===== config.mk =====
export PLATFORM = sky130hd
export DESIGN_NAME = spi_master_cfg
export DESIGN_NICKNAME = d
export VERILOG_FILES = /design/src/rtl/spi_pkg.sv /design/src/rtl/spi_clk_div.sv /design/src/rtl/spi_master_cfg.sv
export SDC_FILE = /design/constraint.sdc
export NUM_CORES = 1
export LEC_CHECK = 0
export BUFFER_PORTS_ARGS = -buffer_cell sky130_fd_sc_hd__buf_2
export CAP_MARGIN = 20
export CORE_MARGIN = 10
export CORE_UTILIZATION = 50
export DETAILED_ROUTE_END_ITERATION = 10
export PLACE_DENSITY_LB_ADDON = 0.2
export REMOVE_ABC_BUFFERS = 1
export SLEW_MARGIN = 20
export SYNTH_ARGS = -nofsm -noshare
export SYNTH_HDL_FRONTEND = slang
export SYNTH_SLANG_ARGS = --single-unit

===== constraint.sdc =====
create_clock -name clk -period 1.9 [get_ports clk]
set_input_delay 0.285 -clock clk [delete_from_list [all_inputs] [get_ports clk]]
set_output_delay 0.285 -clock clk [all_outputs]
set_load 0.01 [all_outputs]

===== src/rtl/spi_pkg.sv =====
// Shared definitions for the configurable SPI master: FSM encoding,
// mode-register bit positions and the chip-select index width helper.
package spi_pkg;

  typedef logic [1:0] state_t;

  localparam state_t S_IDLE  = 2'd0;
  localparam state_t S_LEAD  = 2'd1;
  localparam state_t S_XFER  = 2'd2;
  localparam state_t S_TRAIL = 2'd3;

  localparam int unsigned MODE_W    = 2;
  localparam int unsigned MODE_CPOL = 0;
  localparam int unsigned MODE_CPHA = 1;

  // Chip-select index width: at least one bit even for a single line.
  function automatic int unsigned csw_of(input int unsigned ncs);
    return (ncs > 1) ? $clog2(ncs) : 1;
  endfunction

endpackage


===== src/rtl/spi_clk_div.sv =====
// DIV-cycle divider: counts while enabled and emits a one-cycle tick on the
// last count of each period, then wraps.
module spi_clk_div #(
  parameter int unsigned DIV = 4
) (
  input  logic clk,
  input  logic rst,
  input  logic clr,
  input  logic en,
  output logic tick_c
);

  localparam int unsigned CW = (DIV > 2) ? $clog2(DIV) : 1;

  logic [CW-1:0] cnt;

  assign tick_c = en && (cnt == CW'(DIV - 1));

  always_ff @(posedge clk or posedge rst) begin
    if (rst) begin
      cnt <= '0;
    end else if (clr) begin
      cnt <= '0;
    end else if (en) begin
      cnt <= tick_c ? '0 : cnt + CW'(1);
    end
  end

endmodule


===== src/rtl/spi_master_cfg.sv =====
// Parametrised SPI master with per-transfer CPOL/CPHA, CS setup/hold phases
// and a start/busy/done handshake; everything runs on the system clock.
module spi_master_cfg
  import spi_pkg::*;
#(
  parameter  int unsigned DW  = 8,
  parameter  int unsigned DIV = 4,
  parameter  int unsigned NCS = 1,
  localparam int unsigned CSW = csw_of(NCS)
) (
  input  logic           clk,
  input  logic           rst,
  input  logic           st,
  input  logic [DW-1:0]  MTX_DAT,
  input  logic [CSW-1:0] cs_sel,
  input  logic           cpol,
  input  logic           cpha,
  input  logic           MISO,
  output logic           MOSI,
  output logic           SCLK,
  output logic [NCS-1:0] cs_n,
  output logic           busy,
  output logic           done,
  output logic [DW-1:0]  MRX_DAT
);

  localparam int unsigned EW = $clog2(2 * DW);

  state_t            state, state_d;
  logic [DW-1:0]     tx, tx_d;
  logic [DW-1:0]     rx, rx_d;
  logic [EW-1:0]     e_cnt, e_d;
  logic [MODE_W-1:0] mode, mode_d;
  logic [CSW-1:0]    sel, sel_d;
  logic              sclk_q, sclk_d;
  logic [NCS-1:0]    cs_n_q, cs_d;
  logic              busy_q, busy_d;
  logic              done_q, done_d;
  logic [DW-1:0]     mrx, mrx_d;
  logic              div_clr, div_en, tick;
  logic              odd_edge;

  spi_clk_div #(.DIV(DIV)) u_div (
    .clk    (clk),
    .rst    (rst),
    .clr    (div_clr),
    .en     (div_en),
    .tick_c (tick)
  );

  assign odd_edge = e_cnt[0];

  always_comb begin
    state_d = state;
    tx_d    = tx;
    rx_d    = rx;
    e_d     = e_cnt;
    mode_d  = mode;
    sel_d   = sel;
    sclk_d  = sclk_q;
    mrx_d   = mrx;
    done_d  = 1'b0;
    div_clr = 1'b0;
    div_en  = 1'b0;

    case (state)
      S_IDLE: begin
        sclk_d = cpol;
        tx_d   = '0;
        if (st) begin
          tx_d              = MTX_DAT;
          rx_d              = '0;
          e_d               = '0;
          mode_d[MODE_CPOL] = cpol;
          mode_d[MODE_CPHA] = cpha;
          sel_d             = cs_sel;
          div_clr           = 1'b1;
          state_d           = S_LEAD;
        end
      end
      S_LEAD: begin
        div_en = 1'b1;
        if (tick) state_d = S_XFER;
      end
      S_XFER: begin
        div_en = 1'b1;
        if (tick) begin
          sclk_d = ~sclk_q;
          e_d    = e_cnt + EW'(1);
          // CPHA=0 samples on even edges and shifts on odd ones; CPHA=1 is
          // the reverse, except edge 0 which only launches the MSB already out.
          if (mode[MODE_CPHA] ? odd_edge : !odd_edge)
            rx_d = {rx[DW-2:0], MISO};
          if (mode[MODE_CPHA] ? (!odd_edge && e_cnt != '0) : odd_edge)
            tx_d = {tx[DW-2:0], 1'b0};
          if (e_cnt == EW'(2 * DW - 1)) state_d = S_TRAIL;
        end
      end
      S_TRAIL: begin
        div_en = 1'b1;
        if (tick) begin
          state_d = S_IDLE;
          done_d  = 1'b1;
          mrx_d   = rx;
          tx_d    = '0;
        end
      end
      default: state_d = S_IDLE;
    endcase

    // An out-of-range select matches no line, so the transfer runs unselected.
    cs_d = '1;
    if (state_d != S_IDLE) begin
      for (int unsigned i = 0; i < NCS; i++) begin
        if (sel_d == CSW'(i)) cs_d[i] = 1'b0;
      end
    end
    busy_d = (state_d != S_IDLE);
  end

  always_ff @(posedge clk or posedge rst) begin
    if (rst) begin
      state  <= S_IDLE;
      tx     <= '0;
      rx     <= '0;
      e_cnt  <= '0;
      mode   <= '0;
      sel    <= '0;
      sclk_q <= 1'b0;
      cs_n_q <= '1;
      busy_q <= 1'b0;
      done_q <= 1'b0;
      mrx    <= '0;
    end else begin
      state  <= state_d;
      tx     <= tx_d;
      rx     <= rx_d;
      e_cnt  <= e_d;
      mode   <= mode_d;
      sel    <= sel_d;
      sclk_q <= sclk_d;
      cs_n_q <= cs_d;
      busy_q <= busy_d;
      done_q <= done_d;
      mrx    <= mrx_d;
    end
  end

  assign MOSI    = tx[DW-1];
  assign SCLK    = sclk_q;
  assign cs_n    = cs_n_q;
  assign busy    = busy_q;
  assign done    = done_q;
  assign MRX_DAT = mrx;

endmodule

Word level (Yosys, flattened, before mapping)
Cells that the tools add are included.
{"block": "totals", "wordCells": 75, "register_bits": 39, "out_inout_bits": 13}
{"block": "op_classes", "muxes": 34, "reduce_logical": 16, "eq_ne": 10, "bitwise": 1, "n_addsub": 2}
{"cell": "2-to-1 mux 8 bit", "n": 7}
{"cell": "case mux 8 bit (3 select lines)", "n": 1}
{"cell": "2-to-1 mux 2 bit", "n": 8}
{"cell": "case mux 8 bit (2 select lines)", "n": 1}
{"cell": "2-to-1 mux 1 bit", "n": 12}
{"cell": "2-to-1 mux 4 bit", "n": 2}
{"cell": "case mux 2 bit (4 select lines)", "n": 1}
{"cell": "case mux 4 bit (2 select lines)", "n": 1}
{"cell": "AND reduction 4 bit", "n": 2}
{"cell": "== test 2 bit (second input constant)", "n": 3}
{"cell": "!= test 2 bit (second input constant)", "n": 3}
{"cell": "AND reduction 2 bit", "n": 3}
{"cell": "nonzero test 2 bit", "n": 3}
{"cell": "adder 4 x 1 -> 4 bit (second input constant)", "n": 1}
{"cell": "== test 4 bit (second input constant)", "n": 1}
{"cell": "!= test 2 x 1 -> 1 bit (second input constant)", "n": 2}
{"cell": "nonzero test 4 bit", "n": 1}
{"cell": "AND reduction 3 bit", "n": 1}
{"cell": "nonzero test 3 bit", "n": 1}
{"cell": "OR reduction 3 bit", "n": 1}
{"cell": "adder 2 x 1 -> 2 bit (second input constant)", "n": 1}
{"cell": "== test 2 x 1 -> 1 bit (second input constant)", "n": 1}
{"cell": "logical AND 1 bit", "n": 2}
{"cell": "logical NOT 2 bit", "n": 1}
{"cell": "3 further kinds", "n": 3}

Longest topological paths before layout
Gate-level depths: netlist (run 1).
{"block": "logic_depth", "word_depth": 8, "mapped_depth": 6}

Hierarchy
Synthesis (run 1) repeated with hierarchy kept, for this count alone.
{"block": "unflattened", "hier_cells": 159, "hier_area_um2": 1829.3}
{"mod": "spi_master_cfg", "n_inst": 1, "area_per_inst_um2": 1719.1, "cells_per_inst": 149, "seq_area_each_um2": 902.1}
{"mod": "spi_clk_div", "n_inst": 1, "area_per_inst_um2": 110.1, "cells_per_inst": 10, "seq_area_each_um2": 50.0}

Least setup slack after synthesis (run 1)
Ideal clock, no wire load.
{"block": "synth_timing", "path_kind": "flip-flop to flip-flop", "from": "register e_cnt[0]", "to": "register tx[1]", "t_arrival_ns": 1.635, "period_less_slack_ns": 1.760, "path_slack_ns": 0.140, "path_buffers": 0, "stages_incl_launch_ff": 7, "path_cell_list": "dfrtp_1 inv_1 ha_1 inv_1 o311a_1 o221ai_4 mux2_2"}
{"block": "synth_between", "elab_chain_len": 5, "word_cells_on_any_way": 6}
{"item": "start: declaration", "line": "spi_master_cfg.sv:32", "source": "logic [EW-1:0] e_cnt, e_d;"}
{"item": "start signal: assignment", "line": "spi_master_cfg.sv:126", "source": "e_cnt <= '0;"}
{"item": "start signal: assignment", "line": "spi_master_cfg.sv:138", "source": "e_cnt <= e_d;"}
{"item": "nonzero test 4 bit or logical NOT 1 bit (tied branches)", "line": "spi_master_cfg.sv:94", "source": "if (mode[MODE_CPHA] ? (!odd_edge && e_cnt != '0) : odd_edge)"}
{"item": "logical AND 1 bit", "line": "spi_master_cfg.sv:94"}
{"item": "2-to-1 mux 1 bit *", "line": "spi_master_cfg.sv:94"}
{"item": "!= test 2 bit (no line) *"}
{"item": "AND reduction 4 bit (no line) *"}
{"item": "end signal: assignment", "line": "spi_master_cfg.sv:136", "source": "tx <= tx_d;"}
{"item": "end: declaration", "line": "spi_master_cfg.sv:30", "source": "logic [DW-1:0] tx, tx_d;"}
Every way passes the cells marked *; elsewhere a longest branch is shown, timed or not.
A chain may end at the register's enable or synchronous reset.

Worst setup path in the final report (run 1)
{"block": "layout_timing", "from": "register e_cnt[0]", "to": "register tx[2]"}
The elaborated chain is that of the path after synthesis.

==> impl_results.md, run 1 <==
* Reg clk slew, reported paths at 120 ps
* Critical setup path kind: reg2reg
* Ys async rst share at 100.0%
* Starting Density at 52.90%
* Total power at 2.590 mW
* Slew @ Worst Pin at 590.9 ps
* Yosys warns at 0
* Leakage at 1.085 nW
* Number of antenna diodes at 0
* CP Capture Type: flip-flop
* Status: finished, final reports clean
* Slew Limit Fails at 0
* Vias at 1339
* CP top delay family: compound AO/OA/AOI/OAI gates
* VDD IR max at 602.4 uV
* FMAX at 557.9 MHz
* Peak fanout along the critical path at 8
* Drt via density at 5.443
* Global-route wire length before repair at 6141 um
* EDFF count, synth at 0
* Final Hold Fails at 0
* Total Routed Length at 3677 um
* Switch Pwr at 0.8663 mW
* Worst path cell trace: inv_1, ha_1, inv_1, o311a_1, o221ai_4, mux2_2
* Most common cell in the netlist: dfrtp_1
* Longest Clk Path Bufs at 2
* DIE HEIGHT at 79.88 um
* Mapped Cells at 155
* FF-to-FF path depth at 6
* HPWL Detailed at 2810 um
* Die area at 0.006381 sq mm
* Setup violators final at 0
* Site Rows at 21
* GR Overflow Total at 0
* Switching Fraction at 33.45%
* DRT iter0 DRCs at 82
* Total global-route track usage at 12.30%
* Crit-path max cell delay at 400 ps
* Crit path depth at 6
* Initial antenna violation count at 0
* Tmin final at 1792 ps
* IO Pins at 28
* Cell Pwr Density at 1199 mW/mm^2
* WL per Instance at 14.95 um
* Total CTS buffers at 5
* H-tree depth at 2
* Part of the cycle the worst path needs at 94.33%
* Max-cap viol count at 0
* CTS root buf: clkbuf_4
* Vias in the first global route at 1339
* Area Overhead vs Synth at 20.45%
* Proportion of layout cells with a drive suffix above 1 at 37.50%
* Antenna Nets Post-Route at 0
* CTS tree: done
* RePlAce Congestion at 0.9084
* Post-CTS Setup Bufs at 0
* Startpoint Class: flip-flop
* RSZ-0062 raised after global routing: false
* Core Area at 0.003390 sq mm
* Clock sinks at 38
* Mean post-synth cell area at 11.57 sq um
* Synth area leaders: dfrtp_1 (52%), mux2_2 (11%), ha_1 (5.6%)
* Drt pass-1 iters at 4
* Die Width at 79.88 um
* Rel. slew slack at 60.11%
* Synth top area share at 51.64%
* Largest net degree at the start of global routing at 39
* Largest area contributor in the netlist: dfrtp_1
* Placed Area at 0.002072 sq mm
* Flops & latches, synth at 38
* Hold_buf cts at 0
* WP data required at 2140 ps
* Buf/Inv on CP at 2
* Clock power share at 21.3%
* Post-synth cell types at 37
* Top FF cell, synth: dfrtp_1
* Post-synthesis sequential area ratio at 53.11%
* Highest-delay cell along the critical path: dfrtp_1
* Worst path most repeated cell: inv_1
* Port buffer count at 27
* Cell area after layout at 0.002160 sq mm
* Post-synth design cell area at 0.001793 sq mm
* Internal at 1.724 mW
* Reg power frac at 40.9%
* Min-delay worst type: in2async
* Crit path DAT at 2030 ps
* Final nets at 222
* Gate power share at 37.8%
* DRC at 0
* Post-synth top cells: dfrtp_1 (37), nand2_1 (18), mux2_2 (17), o21ai_0 (10), inv_1 (9)
* Post-CTS resize count at 0
* Final Skew at 11.23 ps
* Clk Latency, worst-skew pair at 360 ps
-- flip-flops by register name, indices dropped and copies added, names as in the netlist --
signal	count
MRX_DAT	8
rx	8
tx	8
e_cnt	4
state	2
u_div.cnt	2
SCLK	1
busy	1
cs_n	1
done	1
mode	1
sel	1
-- final cells by class --
type	instances	area, sq um
Clock buffer	5	37.54
Clock inverter	3	45.04
Fill cell	288	1230
Inverter	9	33.78
Multi-Input combinational cell	105	800.8
Sequential cell	38	952.2
Tap cell	46	57.56
Timing Repair Buffer	40	232.7
-- layout by cell type (no fill, tap or decap), types with 2 or more instances in the layout --
master,count
nand4_1,3
ha_2,2
a21oi_1,5
ha_1,6
nand3b_1,3
a22o_1,8
clkinvlp_4,2
inv_1,9
mux2_2,17
dfrtp_1,37
o21ai_0,10
nor2_1,5
nor2b_1,3
nand2b_1,2
clkbuf_4,5
buf_2,27
a211oi_1,2
nand2_1,18
buf_4,13
-- routing by layer --
layer,GRT usage (%),share of wire [%],vias to the layer above
met5,0,0,-
met4,6.162,1.9,0
met3,4.955,6.5,7
met2,20.95,51,28
met1,12.77,40,668
li1,-,-,636
-- kinds of logic after synthesis --
family | share of synthesized area [%]
AND/OR/NAND/NOR | 11.79
flip-flops | 53.11
AO/OA/AOI/OAI | 14.80
multiplexers | 11.23
buffers and inverters | 2.512
adder cells (fa/ha/maj) | 5.583
XOR/XNOR | 0.9771
-- worst register-to-register path: stages (launching register included) --
cell and delay, ps:
dfrtp_1 400, inv_1 90, ha_1 150, inv_1 40
o311a_1 330, o221ai_4 300, mux2_2 390
-- worst paths after layout --
kind                       slack (ps)            startpoint                     end
max                               110  e_cnt[0]$_DFFE_PP0P_       tx[2]$_DFFE_PP0P_
min                                20                   rst  MRX_DAT[4]$_DFFE_PP0P_
max reg2reg                       110  e_cnt[0]$_DFFE_PP0P_       tx[2]$_DFFE_PP0P_
min reg2reg                       500         sel$_DFF_PP0_           sel$_DFF_PP0_
max in group asynchronous        1520                   rst          cs_n$_DFF_PP1_
min in group clk                  160                  cpha     mode[1]$_DFFE_PP0P_
-- per-stage QoR --
stage	hold slack [ps]	cells	setup slack (ps)	utilization, %	setup TNS, ps
after floorplan	392.3	152	-51.54	-	-428.5
after global placement	405.9	238	123.9	61.13	0
after detailed placement	420.9	238	36.06	61.13	0
after CTS	16.34	246	13.94	63.57	0
after global routing	29.89	246	9.992	63.71	0
final	16.57	246	107.7	63.71	0
-- power by group through the flow --
stage / logic [mW] / clock network, mW / registers [mW]
3_3_place_gp: 0.932 / 0 / 1.07
5_1_grt: 1.10 / 0.601 / 1.08
4_1_cts: 0.983 / 0.568 / 1.06
6_report: 0.980 / 0.550 / 1.06
3_5_place_dp: 0.977 / 0 / 1.08
2_1_floorplan: 0.655 / 0 / 1.09
No activity file was read; power rests on OpenSTA's default activity.
==> run 2, diff against run 1 <==
--- a/config.mk
+++ b/config.mk
@@ -10,7 +10,9 @@
 export CORE_MARGIN = 10
 export CORE_UTILIZATION = 50
 export DETAILED_ROUTE_END_ITERATION = 10
+export MAX_ROUTING_LAYER = met4
 export PLACE_DENSITY_LB_ADDON = 0.2
+export RECOVER_POWER = 25
 export REMOVE_ABC_BUFFERS = 1
 export SLEW_MARGIN = 20
 export SYNTH_ARGS = -nofsm -noshare
==> constraint.sdc (replaced) <==
create_clock -name clk -period 1.6 [get_ports clk]
set_input_delay 0.24 -clock clk [delete_from_list [all_inputs] [get_ports clk]]
set_output_delay 0.24 -clock clk [all_outputs]
set_load 0.01 [all_outputs]
==> run 2 against run 1 <==
Net effect: the flow now finishes with violations (negative setup slack); sequential cell count unchanged; maximum frequency increased by 4.5%; critical endpoint is now tx[5]$_DFFE_PP0P_; clock-buffer cell count unchanged; clock skew decreased by 3.4 ps; sequential share of layout area down 7.3 points; utilization rose by 13 points; non-clock buffer count increased by 30; total power increased by 57%; final cell count increased by 12%.
==> impl_results.md, run 2 (synthesized netlist as in run 1, its figures left out) <==
* Reg clk slew, reported paths at 130 ps
* Final nets at 252
* Site Rows at 21
* FMAX at 583.1 MHz
* DIE HEIGHT at 79.88 um
* CTS root buf: clkbuf_4
* Placed Area at 0.002237 sq mm
* Leakage at 1.303 nW
* Startpoint Class: flip-flop
* WP data required at 1850 ps
* DRC at 0
* H-tree depth at 2
* Setup violators final at 10
* Tmin final at 1715 ps
* Fill cells at 207
* HPWL Detailed at 3061 um
* WL per Instance at 16.61 um
* Largest net degree at the start of global routing at 39
* Failing checks: negative setup slack
* Worst path cell trace: inv_2, ha_4, inv_2, o311a_4, o221ai_4, buf_12, mux2_4
* Setup WS pre-CTS at -230.4 ps
* Starting Density at 52.90%
* Cell area after layout at 0.002585 sq mm
* CP top delay family: compound AO/OA/AOI/OAI gates
* Crit path DAT at 1970 ps
* Total global-route track usage at 13.88%
* Slew Limit Fails at 0
* Proportion of layout cells with a drive suffix above 1 at 52.17%
* Most common cell after layout, fill and taps aside: dfrtp_1
* Part of the cycle the worst path needs at 107.2%
* Placed Cells at 260
* Rel. slew slack at 37.93%
* Highest-delay cell along the critical path: dfrtp_1
* Final Skew at 7.860 ps
* Worst path most repeated cell: inv_2
* Die area at 0.006381 sq mm
* Peak fanout along the critical path at 8
* Buf/Inv on CP at 3
* Max-cap viol count at 0
* Vias in the first global route at 1453
* Final Hold Fails at 0
* Drt pass-1 iters at 4
* Antenna Nets Post-Route at 0
* GR Overflow Total at 0
* Number of antenna diodes at 0
* Fin util at 76.26%
* Clock sinks at 38
* Initial antenna violation count at 0
* Global-route wire length before repair at 6893 um
* Port buffer count at 27
* Drt via density at 5.333
* Status: complete, but fails checks
* Critical setup path kind: reg2reg
* IO Pins at 28
* Die Width at 79.88 um
* Crit-path max cell delay at 410 ps
* Clk Latency, worst-skew pair at 360 ps
* Core Area at 0.003390 sq mm
* Min-delay worst type: in2reg
* Total CTS buffers at 5
* Total Routed Length at 4583 um
* DRT iter0 DRCs at 115
* Slew @ Worst Pin at 931.1 ps
* VDD IR max at 1155 uV
* Final Non-Filler Cells at 276
* Area Overhead vs Synth at 44.17%
* CP Capture Type: flip-flop
* Longest Clk Path Bufs at 2
* Vias at 1472
* Final WS setup at -115.1 ps
* RePlAce Congestion at 0.8696
* Most frequent cells in the layout: dfrtp_1 (37), buf_4 (34), buf_2 (27)
* Cell Pwr Density at 1570 mW/mm^2
* RSZ-0062 raised after global routing: true
* CTS tree: done
[run 2: cell types whose count changed in the layout (fill, tap and decap cells not counted), moves of 4 or more]
cell / change
mux2_4: +7
inv_1: -5
inv_2: +5
buf_6: +5
ha_4: +4
buf_4: +21
mux2_2: -7
[run 2: cell type report]
cell class	count	area (sq um)	share of cell area [%]
Tap cell	46	57.56	2.227
Inverter	9	33.78	1.307
Clock buffer	5	37.54	1.452
Timing Repair Buffer	70	486.7	18.83
Sequential cell	38	952.2	36.83
Multi-Input combinational cell	105	948.4	36.69
Clock inverter	3	68.82	2.662
[run 2: power by group]
part / internal [mW] / total, mW / leakage [nW] / switching [mW]
logic: 1.08 / 1.94 / 0.743 / 0.864
clock network: 0.489 / 0.836 / 0.0554 / 0.348
registers: 1.16 / 1.28 / 0.504 / 0.119
[run 2: timing repair]
action / 4_1_cts / 5_1_grt
hold buffers: 1 / 0
endpoints found under the setup margin: 35 / 29
hold endpoints to repair: 37 / 0
resized for setup: 22 / 18
pin swaps: 8 / 9
setup buffers: 4 / 4
[run 2: per-stage QoR]
step | hold WS (ps) | TNS [ps] | power, mW
after floorplan | 347.3 | -5795 | 2.076
after global placement | 364.4 | -3062 | 2.609
after detailed placement | 376.7 | -5060 | 2.701
after CTS | 98.99 | -1078 | 3.876
after global routing | 88.42 | -1577 | 4.247
final | 108.1 | -849.5 | 4.059
[run 2: worst register-to-register path, delay by kind of cell, from the launching register on]
kind            cells  cell delay [ps]
buf+inv             3              270
mux                 1              300
fa+ha+maj           1              130
compound gates      2              510
flops               1              410
[run 2: final timing paths]
check	from	end	slack [ps]	cells after the start
worst max-delay path	e_cnt[1]$_DFFE_PP0P_	tx[5]$_DFFE_PP0P_	-120	7
worst min-delay path	MISO	rx[0]$_DFFE_PP0P_	110	2
worst max register to register	e_cnt[1]$_DFFE_PP0P_	tx[5]$_DFFE_PP0P_	-120	7
worst min register to register	MRX_DAT[7]$_DFFE_PP0P_	MRX_DAT[7]$_DFFE_PP0P_	520	1
max in group asynchronous	rst	SCLK$_DFFE_PP0P_	330	4
min in group asynchronous	rst	rx[2]$_DFFE_PP0P_	700	4
[run 2: routing by layer]
layer | vias up | routed length [um] | track usage [%] | share of wire, %
met1 | 736 | 1879 | 14.63 | 41
li1 | 698 | - | - | -
met4 | 0 | 85 | 5.458 | 1.9
met2 | 28 | 2404 | 23.84 | 52
met5 | - | 0 | - | 0
met3 | 10 | 213 | 4.054 | 4.6
